## src/rtl/ysyx_22051145_gpr_dump.sv

```systemverilog
// GPR dump sequencer: walks the register file through one read port
// and streams each value out over a valid/ready handshake.
module ysyx_22051145_gpr_dump #(
    parameter int NREGS = 32,
    parameter int XLEN  = 64,
    parameter int AW    = 5
) (
    input  logic            clk,
    input  logic            rst_n,
    input  logic            start,
    input  logic            abort,
    output logic [AW-1:0]   rf_raddr,
    input  logic [XLEN-1:0] rf_rdata,
    output logic            out_valid,
    input  logic            out_ready,
    output logic [AW-1:0]   out_idx,
    output logic [XLEN-1:0] out_data,
    output logic            out_last,
    output logic            busy,
    output logic            core_stall,
    output logic            done
);

    typedef enum logic [1:0] {
        IDLE,
        READ,
        SEND,
        DONE
    } state_t;

    localparam logic [AW-1:0] LAST = AW'(NREGS - 1);

    state_t        state;
    state_t        state_nxt;
    logic [AW-1:0] idx;
    logic [AW-1:0] idx_nxt;
    logic          hs;

    assign hs = out_valid && out_ready;

    always_comb begin
        state_nxt = state;
        idx_nxt   = idx;
        if (abort) begin
            state_nxt = IDLE;
            idx_nxt   = '0;
        end else begin
            unique case (state)
                IDLE: begin
                    if (start) begin
                        state_nxt = READ;
                        idx_nxt   = '0;
                    end
                end
                READ: state_nxt = SEND;
                SEND: begin
                    if (hs) begin
                        if (idx == LAST) begin
                            state_nxt = DONE;
                        end else begin
                            state_nxt = READ;
                            idx_nxt   = idx + AW'(1);
                        end
                    end
                end
                DONE: begin
                    state_nxt = IDLE;
                    idx_nxt   = '0;
                end
                default: begin
                    state_nxt = IDLE;
                    idx_nxt   = '0;
                end
            endcase
        end
    end

    always_ff @(posedge clk or negedge rst_n) begin
        if (!rst_n) begin
            state     <= IDLE;
            idx       <= '0;
            out_valid <= 1'b0;
            out_last  <= 1'b0;
            out_idx   <= '0;
            out_data  <= '0;
        end else begin
            state <= state_nxt;
            idx   <= idx_nxt;
            // abort leaves out_data/out_idx as the last captured beat
            if (abort) begin
                out_valid <= 1'b0;
                out_last  <= 1'b0;
            end else if (state == READ) begin
                out_valid <= 1'b1;
                out_data  <= rf_rdata;
                out_idx   <= idx;
                out_last  <= (idx == LAST);
            end else if (state == SEND && hs) begin
                out_valid <= 1'b0;
            end
        end
    end

    assign rf_raddr   = idx;
    assign busy       = (state != IDLE);
    assign core_stall = busy;
    assign done       = (state == DONE);

endmodule
```

## config.mk

```make
export PLATFORM = sky130hd
export DESIGN_NAME = ysyx_22051145_gpr_dump
export DESIGN_NICKNAME = d
export VERILOG_FILES = /design/src/rtl/ysyx_22051145_gpr_dump.sv
export SDC_FILE = /design/constraint.sdc
export NUM_CORES = 1
export LEC_CHECK = 0
export CORE_ASPECT_RATIO = 1.25
export CORE_MARGIN = 3
export CORE_UTILIZATION = 40
export DETAILED_ROUTE_END_ITERATION = 8
export PLACE_DENSITY = 0.81
export SYNTH_ARGS = -nofsm -noshare
export SYNTH_HDL_FRONTEND = slang
export SYNTH_SLANG_ARGS = --single-unit
```

## constraint.sdc

```tcl
create_clock -name clk -period 5 [get_ports clk]
set_input_delay 1 -clock clk [delete_from_list [all_inputs] [get_ports clk]]
set_output_delay 1 -clock clk [all_outputs]
set_load 0.005 [all_outputs]
```

After elaboration in Yosys (flattened, before gate mapping)
Cells that the tools add are included.

operators by class
  add/sub/neg operators = 1
  mux-type cells = 15
  bitwise operators = 1
  eq/ne operators = 7
  reduce and logical (&&, ||, !) cells = 10

operators with widths
  kind                                                  count
  2-to-1 mux 5 bit                                      4
  case mux 5 bit (3 select lines)                       1
  != test 3 bit (second input constant)                 3
  2-to-1 mux 2 bit                                      4
  case mux 2 bit (4 select lines)                       1
  adder 5 x 1 -> 5 bit (second input constant)          1
  equality test 5 bit (second input constant)           1
  2-to-1 mux 1 bit                                      5
  equality test 2 bit (second input constant)           2
  AND reduction 2 bit                                   2
  AND reduction 4 bit                                   1
  nonzero test 2 bit                                    2
  nonzero test 4 bit                                    1
  nonzero test 3 bit                                    1
  equality test 2 x 1 -> 1 bit (second input constant)  1
  logical AND 1 bit                                     2
  zero test 2 bit                                       1
  inverter 1 bit                                        1

storage, ports and cells
  logic and storage cells = 40
  input port bits = 69
  output and inout bits = 79
  bits in registers = 78

Logic depth before layout (Yosys ltp)
Gate-level depths: netlist of the first run.

  word-level depth = 5
  depth in mapped cells = 7

Worst setup path after synthesis of the first run
Ideal clock, no wire load.

  path type = input to register
  start point = input abort
  end point = register idx[3], in the netlist rf_raddr[3]
  stages on the path = 4
  required time = 4,910 ps
  data arrival time = 1,988 ps
  path slack = 2,921 ps
  cells stage by stage = buf_6 or2_4 or4b_1 o221ai_1

on the way
  cells in the longest elaborated chain, start to end = 2

RTL lines
  item                                                                  line  source
  start, declared                                                       11    input logic abort,
  != test 3 bit (no line) / nonzero test 4 bit (equally long branches)  -
  AND reduction 4 bit (no line)                                         -
  end signal, assigned                                                  88    idx <= idx_nxt;
  end, declared                                                         35    logic [AW-1:0] idx;

Parallel ways exist; a longest one is shown, timed or not.
A chain may end at the register's enable or synchronous reset.

Worst setup path after layout of the first run
  start point = input abort
  end point = register out_data[25]

on the way
  cells in the longest elaborated chain, start to end = 2

RTL lines
  item                           line  source
  inverter 1 bit (no line)       -
  AND reduction 2 bit (no line)  -
  end signal, assigned           95    out_data <= rf_rdata;
  end, declared                  17    output logic [XLEN-1:0] out_data,

No other way between the ends.

==> impl_metrics.toml, run 1 <==
[setup_path]
critPathKind = "input port to register"
max_stage_delay_ns = 0.69
path_cells = "clkdlybuf4s50_1 > nor2_4 > buf_12 > mux2_2"
cp-start-kind = "input port"
cp_max_fo = 44
crit_slowest_cell = "nor2_4"
critPathArrivalTime_ns = 3.00
crit_buf_inv = 2
critPathTopFamily = "buffers and inverters"
worstSetupEndpointType = "register"
cp.required_ns = 5.21

[drt]
vias = 2200
firstDrtPassIters = 3
vias_per_cell = 4.89
routed_wl_mm = 7.36
drt-initial-drc-count = 98
detail_route.wl_per_cell_um = 16.3
drc = 0
drtAntennaViolNets = 0

[logic_synthesis]
synth_edf_count = 0
syn_area_per_cell_um2 = 15.2
ys.flop_type = "dfrtp_1"
ys_ff_latch = 78
synth_seq_area_share = 0.628
syn_inst = 204
syn_nets = 275
ys_warn_count = 0
syn_area_um2 = 3110
ys_types = 30
async_reset_ff_frac = 1.00

[placement]
place_congestion = 0.751
pre_cts_slack_ns = 1.86
post-dp-hpwl_mm = 5.34
portBuffers = 147
placed_area_um2 = 4640

[final_layout]
antennaDiodeCount = 0
fillers = 585
stdcell_area_um2 = 4880
most-common-layout-cells = "146 x clkdlybuf4s50_1, 78 x dfrtp_1, 69 x mux2_2"
final_common_cell = "clkdlybuf4s50_1"
area_growth_pct = 57.1
nets = 424
fin_util = 0.656
layout-drive-gt1-share = 0.251

[die]
core-area_um2 = 7440
die_h_um = 105
start_util = 0.417
die_area_um2 = 8870
io_pins = 148
die_x_um = 84.8
row_count = 35

[timing]
fin_crit_sh = 0.556
fin_skew_ns = 0.0110
max_freq_ghz = 0.359
setup_viol = 0
max_slew.worst_pin.slew_ns = 0.969
setup_ws_ns = 2.22
grt_setup_unrepaired = "false"
hold_viol = 0
tns_ns = 0
finalMaxSlewViolations = 0
min_period_ns = 2.78
slew_headroom = 0.354

[clock_network]
cts-root-buf = "clkbuf_8"
cts_buffers = 9
clk_latency_ns = 0.34
clk_pin_slew_ns = 0.07
clockBufferDepth = 2
cts_tree = "yes"
cts_resized = 0
post_cts_buffers = 0
htree_levels = 3
cts_hold_buf = 0
cts_sinks = 78

[global_routing]
gr-usage-all-layers = 0.179
overflow = 0
grt_max_degree = 79
first_global_vias = 2431
antenna_found_initial = 0
grt_pass1_wl_mm = 12.5

[power_and_ir_drop]
powerDensity_nw_per_um2 = 426
ir_drop_v = 0.000213
p_leak_uw = 0.00200

[outcome]
outcome = "finished clean"

[job]
cap_viol_max_count = 0

[worst_hold_path]
hold_class = "register to register"
==> worst register-to-register path: stages, from the launching register on <==
cell and delay (ns):
dfrtp_1 0.46, nand2b_2 0.27, nor2_4 0.62, buf_12 0.33, mux2_2 0.40
==> cell usage after synthesis, types with 2 or more instances <==
| master | number | area share |
|---|---|---|
| and3_1 | 2 | 0.0040 |
| buf_2 | 5 | 0.0081 |
| buf_4 | 2 | 0.0048 |
| buf_6 | 2 | 0.0072 |
| dfrtp_1 | 78 | 0.63 |
| ha_1 | 2 | 0.0081 |
| inv_1 | 6 | 0.0072 |
| mux2_2 | 69 | 0.25 |
| nand2_1 | 2 | 0.0024 |
| nand3_1 | 4 | 0.0064 |
| nand3b_1 | 3 | 0.0072 |
| nor2_1 | 5 | 0.0060 |
| o21ai_0 | 3 | 0.0048 |
| o221ai_1 | 5 | 0.014 |
==> path summary, 6_finish.rpt <==
check                                         startpoint  slack, ns  cells past startpoint                       end
worst max-delay path                               abort       2.22                      4  out_data[25]$_DFFE_PN0P_
worst min-delay path            out_data[18]$_DFFE_PN0P_       0.51                      1  out_data[18]$_DFFE_PN0P_
worst max register to register      state[1]$_DFFE_PN0P_       2.81                      4  out_data[25]$_DFFE_PN0P_
worst min register to register  out_data[18]$_DFFE_PN0P_       0.51                      1  out_data[18]$_DFFE_PN0P_
max in group asynchronous                          rst_n       3.55                      1  out_data[61]$_DFFE_PN0P_
min in group asynchronous                          rst_n       0.81                      1   out_data[9]$_DFFE_PN0P_
==> routing by layer <==
layer,vias up,GRT usage,share of wire
met5,-,0,0
met4,0,0.0747,0.026
met3,14,0.0402,0.052
met2,82,0.309,0.53
met1,1077,0.213,0.39
li1,1027,-,-
==> cell families after synthesis <==
family | share of synthesized area
AOI/OAI and AO/OA | 0.0246
adders and majority gates | 0.00805
buffers and inverters | 0.0286
DFF | 0.628
muxes | 0.253
and+or+nand+nor | 0.0572
==> area by class of cell <==
class / instances / area (um2) / share of cell area
clock buffers: 11 / 131 / 0.0269
clock inverters: 5 / 106 / 0.0218
inverters: 6 / 22.5 / 0.00461
multi-input cells: 110 / 1070 / 0.218
flip-flops and latches: 78 / 1950 / 0.400
well taps: 92 / 115 / 0.0236
repair buffers: 148 / 1490 / 0.305
==> metrics by stage <==
step	hold WS [ns]	total power, uW	instances
after floorplan	0.505	1090	204
after CTS	0.513	2120	450
after global routing	0.524	2210	450
final	0.508	2080	450
after global placement	0.488	1530	434
after detailed placement	0.494	1550	434
==> flip-flops by register name (all words and copies together), names as in the netlist <==
signal and cells:
out_data 64, out_idx 5, rf_raddr 5, state 2, out_last 1, out_valid 1
==> report_power, final <==
part	switching, uW	total (uW)	leakage (uW)	internal [uW]
combinational	179	641	0.000944	462
clock	222	556	0.000114	334
sequential	86.6	885	0.000944	798
total	488	2080	0.00200	1590
Power figures use the tool's default switching activity.
==> run 2, diff against run 1 <==
Clock period 5 ns to 2.9 ns, I/O delays scaled along.
==> run 2 against run 1 <==
Against the previous run: sequential power is 72% higher; wire length is 2.7% lower; via count is 0.55% higher; critical path depth is 2 lower; clock power is 44% higher; first-iteration DRC count is 31% lower; combinational power is 72% higher; worst setup slack worse by 1.5 ns; worst hold slack worse by 0.12 ns; highest routed layer unchanged.
==> impl_metrics.toml, run 2 (synthesis results as in run 1) <==
[power_and_ir_drop]
p_int_uw = 2610
ir_drop_v = 0.000347
swShare = 0.237
clock_power_share = 0.234
combPwrFrac = 0.321
powerDensity_nw_per_um2 = 706
p_leak_uw = 0.00200
p_sw_uw = 811
seq_power_share = 0.444

[timing]
slew_headroom = 0.363
tns_ns = 0
min_period_ns = 2.19
fin_skew_ns = 0.00889
max_freq_ghz = 0.457
hold_viol = 0
finalMaxSlewViolations = 0
max_slew.worst_pin.slew_ns = 0.956
setup_ws_ns = 0.713
setup_viol = 0
fin_crit_sh = 0.754
grt_setup_unrepaired = "false"

[drt]
vias_per_cell = 4.93
routed_wl_mm = 7.15
detail_route.wl_per_cell_um = 15.9
firstDrtPassIters = 4
drtAntennaViolNets = 0
drt-initial-drc-count = 68
drc = 0
vias = 2212

[final_layout]
stdcell_area_um2 = 4850
area_growth_pct = 56.0
largest_register_ffs = 64
nets = 425
max_flop_register = "out_data"
most-common-layout-cells = "146 x clkdlybuf4s50_1, 78 x dfrtp_1, 69 x mux2_2"
final_common_cell = "clkdlybuf4s50_1"
fillers = 578
fin_util = 0.651
layout-drive-gt1-share = 0.255
antennaDiodeCount = 0

[global_routing]
first_global_vias = 2370
gr-usage-all-layers = 0.172
overflow = 0
grt_pass1_wl_mm = 12.0
grt_max_degree = 79
antenna_found_initial = 0

[placement]
portBuffers = 147
placed_area_um2 = 4650
place_congestion = 0.770
post-dp-hpwl_mm = 5.27
pre_cts_slack_ns = 0.494

[setup_path]
cp_max_fo = 9
critPathArrivalTime_ns = 1.61
cp-start-kind = "register"
critPathKind = "register to output pin"
cp.required_ns = 2.32
worstSetupEndpointType = "output pin"

[clock_network]
post_cts_buffers = 0
cts_sinks = 78
cts-root-buf = "clkbuf_8"
clk_pin_slew_ns = 0.07
cts_hold_buf = 0
cts_tree = "yes"
cts_resized = 0
cts_buffers = 9
clockBufferDepth = 2
clk_latency_ns = 0.33
htree_levels = 3

[outcome]
outcome = "finished clean"

[die]
core-area_um2 = 7440
die_h_um = 105
io_pins = 148
die_x_um = 84.8
row_count = 35
die_area_um2 = 8870
start_util = 0.417

[worst_hold_path]
hold_class = "input port to async pin"

[job]
cap_viol_max_count = 0
==> run 2: changes by cell type in the layout (fill, tap and decap cells not counted) <==
cell	delta
clkbuf_8	+2
clkinvlp_4	-1
bufinv_16	-2
clkinv_2	+1
clkbuf_1	-2
buf_4	+1
==> run 2: cell type report <==
cell class                      count  area (um2)  area share
Sequential cell                    78        1950       0.403
Timing Repair Buffer              149        1500       0.309
Clock inverter                      3        43.8     0.00903
Multi-Input combinational cell    110        1070       0.220
Tap cell                           92         115      0.0237
Inverter                            6        22.5     0.00465
Clock buffer                       11         151      0.0312
==> run 2: metal layers <==
layer | GRT usage | part of all wire
met1 | 0.198 | 0.39
met4 | 0.0667 | 0.0096
met5 | 0 | 0
met2 | 0.306 | 0.55
met3 | 0.0371 | 0.046
==> run 2: power groups by stage <==
stage | clock network (uW) | registers (uW) | logic (uW)
final | 802 | 1520 | 1100
after CTS | 834 | 1530 | 1120
after global placement | 0 | 1530 | 1100
after floorplan | 0 | 1560 | 322
after global routing | 885 | 1570 | 1180
after detailed placement | 0 | 1550 | 1120
==> run 2: through the flow <==
stage / total power [uW] / hold WS (ns) / instances
after detailed placement: 2670 / 0.494 / 435
after global placement: 2630 / 0.487 / 435
final: 3420 / 0.391 / 449
after floorplan: 1890 / 0.284 / 204
after CTS: 3480 / 0.427 / 449
after global routing: 3630 / 0.475 / 449
==> run 2: path summary, 6_finish.rpt <==
path	from	to	slack [ns]	cells past startpoint
max	state[1]$_DFFE_PN0P_	core_stall	0.71	2
min	rst_n	out_data[1]$_DFFE_PN0P_	0.39	1
max reg2reg	rf_raddr[0]$_DFFE_PN0P_	rf_raddr[3]$_DFFE_PN0P_	0.74	6
min reg2reg	out_data[52]$_DFFE_PN0P_	out_data[52]$_DFFE_PN0P_	0.51	1
max in group asynchronous	rst_n	out_last$_DFFE_PN0P_	1.90	1
min in group clk	out_data[52]$_DFFE_PN0P_	out_data[52]$_DFFE_PN0P_	0.51	1
==> run 2: worst max-delay path, stage by stage (launching register included) <==
cell and delay, ns:
dfrtp_1 0.47, or2_2 0.34, clkdlybuf4s50_1 0.47
==> run 3, diff against run 2 <==
Settings changed: CORE_UTILIZATION 40 to 37, PLACE_DENSITY 0.81 to 0.79.
Clock period 2.9 ns to 2.01 ns, I/O delays scaled along.
==> run 3 against run 2 <==
Against the previous run: die area grew 7.6%; sequential cell count is the same; cell count grew 2.7%; first-iteration DRC count shrank 37%; non-clock buffer count grew 9; largest cell class unchanged; largest power group unchanged.
==> impl_metrics.toml, run 3 (synthesis results as in run 1) <==
[outcome]
outcome = "finished clean"

[final_layout]
nets = 434
max_flop_register = "out_data"
area_growth_pct = 57.5
antennaDiodeCount = 0
final_common_cell = "clkdlybuf4s50_1"
largest_register_ffs = 64
layout-drive-gt1-share = 0.273
fin_util = 0.614
most-common-layout-cells = "146 x clkdlybuf4s50_1, 76 x dfrtp_1, 69 x mux2_2"

[timing]
setup_ws_ns = 0.0506
fin_crit_sh = 0.975
tns_ns = 0
grt_setup_unrepaired = "false"
hold_viol = 0
finalMaxSlewViolations = 0
whs_ns = 0.00244
min_period_ns = 1.96
max_slew.worst_pin.slew_ns = 0.444
setup_viol = 0
max_freq_ghz = 0.510
fin_skew_ns = 0.00625
slew_headroom = 0.704

[setup_path]
cp-start-kind = "register"
critPathArrivalTime_ns = 1.56
crit_slowest_cell = "dfrtp_2"
cp_max_fo = 9
path_cells = "or2_2 > clkdlybuf4s50_1"
critPathKind = "register to output pin"
crit_buf_inv = 1
cp.required_ns = 1.61
max_stage_delay_ns = 0.46
critPathTopFamily = "flip-flops"
worstSetupEndpointType = "output pin"

[clock_network]
clockBufferDepth = 2
clk_latency_ns = 0.34
cts_sinks = 78
cts_buffers = 9
cts-root-buf = "clkbuf_8"
cts_tree = "yes"
cts_hold_buf = 0
clk_pin_slew_ns = 0.08
htree_levels = 3

[global_routing]
grt_pass1_wl_mm = 11.4
antenna_found_initial = 0
grt_max_degree = 42
overflow = 0
first_global_vias = 2348
gr-usage-all-layers = 0.155

[die]
core-area_um2 = 7970
row_count = 36
die_h_um = 108
die_x_um = 88.0
die_area_um2 = 9540
start_util = 0.390
io_pins = 148

[drt]
vias = 2271
vias_per_cell = 4.93
routed_wl_mm = 7.36
detail_route.wl_per_cell_um = 16.0
drc = 0
drtAntennaViolNets = 0
firstDrtPassIters = 4
drt-initial-drc-count = 43

[power_and_ir_drop]
powerDensity_nw_per_um2 = 980
p_leak_uw = 0.00202
ir_drop_v = 0.000564

[worst_hold_path]
hold_class = "input port to async pin"

[placement]
post-dp-hpwl_mm = 5.45
place_congestion = 0.740
portBuffers = 147
pre_cts_slack_ns = 0.0736

[job]
cap_viol_max_count = 0
==> run 3: changes by cell type in the layout (fill, tap and decap cells not counted), sizes merged <==
cell,delta
buf,+9
bufinv,-1
clkbuf,+1
clkinv,+1
inv,-1
==> run 3: repair_timing <==
item,4_1_cts,5_1_grt
endpoints found under the setup margin,0,2
resized for setup,0,2
buffers inserted,0,0
==> run 3: metal layers <==
metal,part of all wire,up-vias,track usage
li1,-,1038,-
met2,0.52,92,0.261
met3,0.062,14,0.0320
met5,0,-,0
met4,0.022,0,0.0724
met1,0.40,1127,0.189
==> run 3: metrics by stage <==
step / cells / area, um2 / total power [uW]
global route: 461 / 4890 / 5060
CTS: 461 / 4890 / 4880
floorplan: 204 / 3110 / 2720
detailed placement: 447 / 4740 / 3880
global placement: 447 / 4740 / 3810
finish: 461 / 4890 / 4800
==> run 3: cell type report <==
class	instances	area, um2
clock buffers	12	145
clock inverters	2	10.0
fillers	650	3080
repair buffers	158	1580
inverters	6	22.5
multi-input cells	110	1070
flip-flops and latches	78	1950
well taps	95	119
==> run 3: final timing paths <==
kind / from / to / slack [ns] / cells past startpoint
setup / recovery: state[1]$_DFFE_PN0P_ / core_stall / 0.05 / 2
hold / removal: rst_n / out_data[20]$_DFFE_PN0P_ / 0.002 / 1
setup reg to reg: rf_raddr[0]$_DFFE_PN0P_ / rf_raddr[3]$_DFFE_PN0P_ / 0.10 / 6
hold reg to reg: out_data[60]$_DFFE_PN0P_ / out_data[60]$_DFFE_PN0P_ / 0.51 / 1
max in group asynchronous: rst_n / out_data[10]$_DFFE_PN0P_ / 1.34 / 2
min in group clk: out_data[60]$_DFFE_PN0P_ / out_data[60]$_DFFE_PN0P_ / 0.51 / 1
==> run 3: power by group <==
part           internal, uW  switching (uW)
combinational          1160             448
sequential             1990             211
clock                   466             521
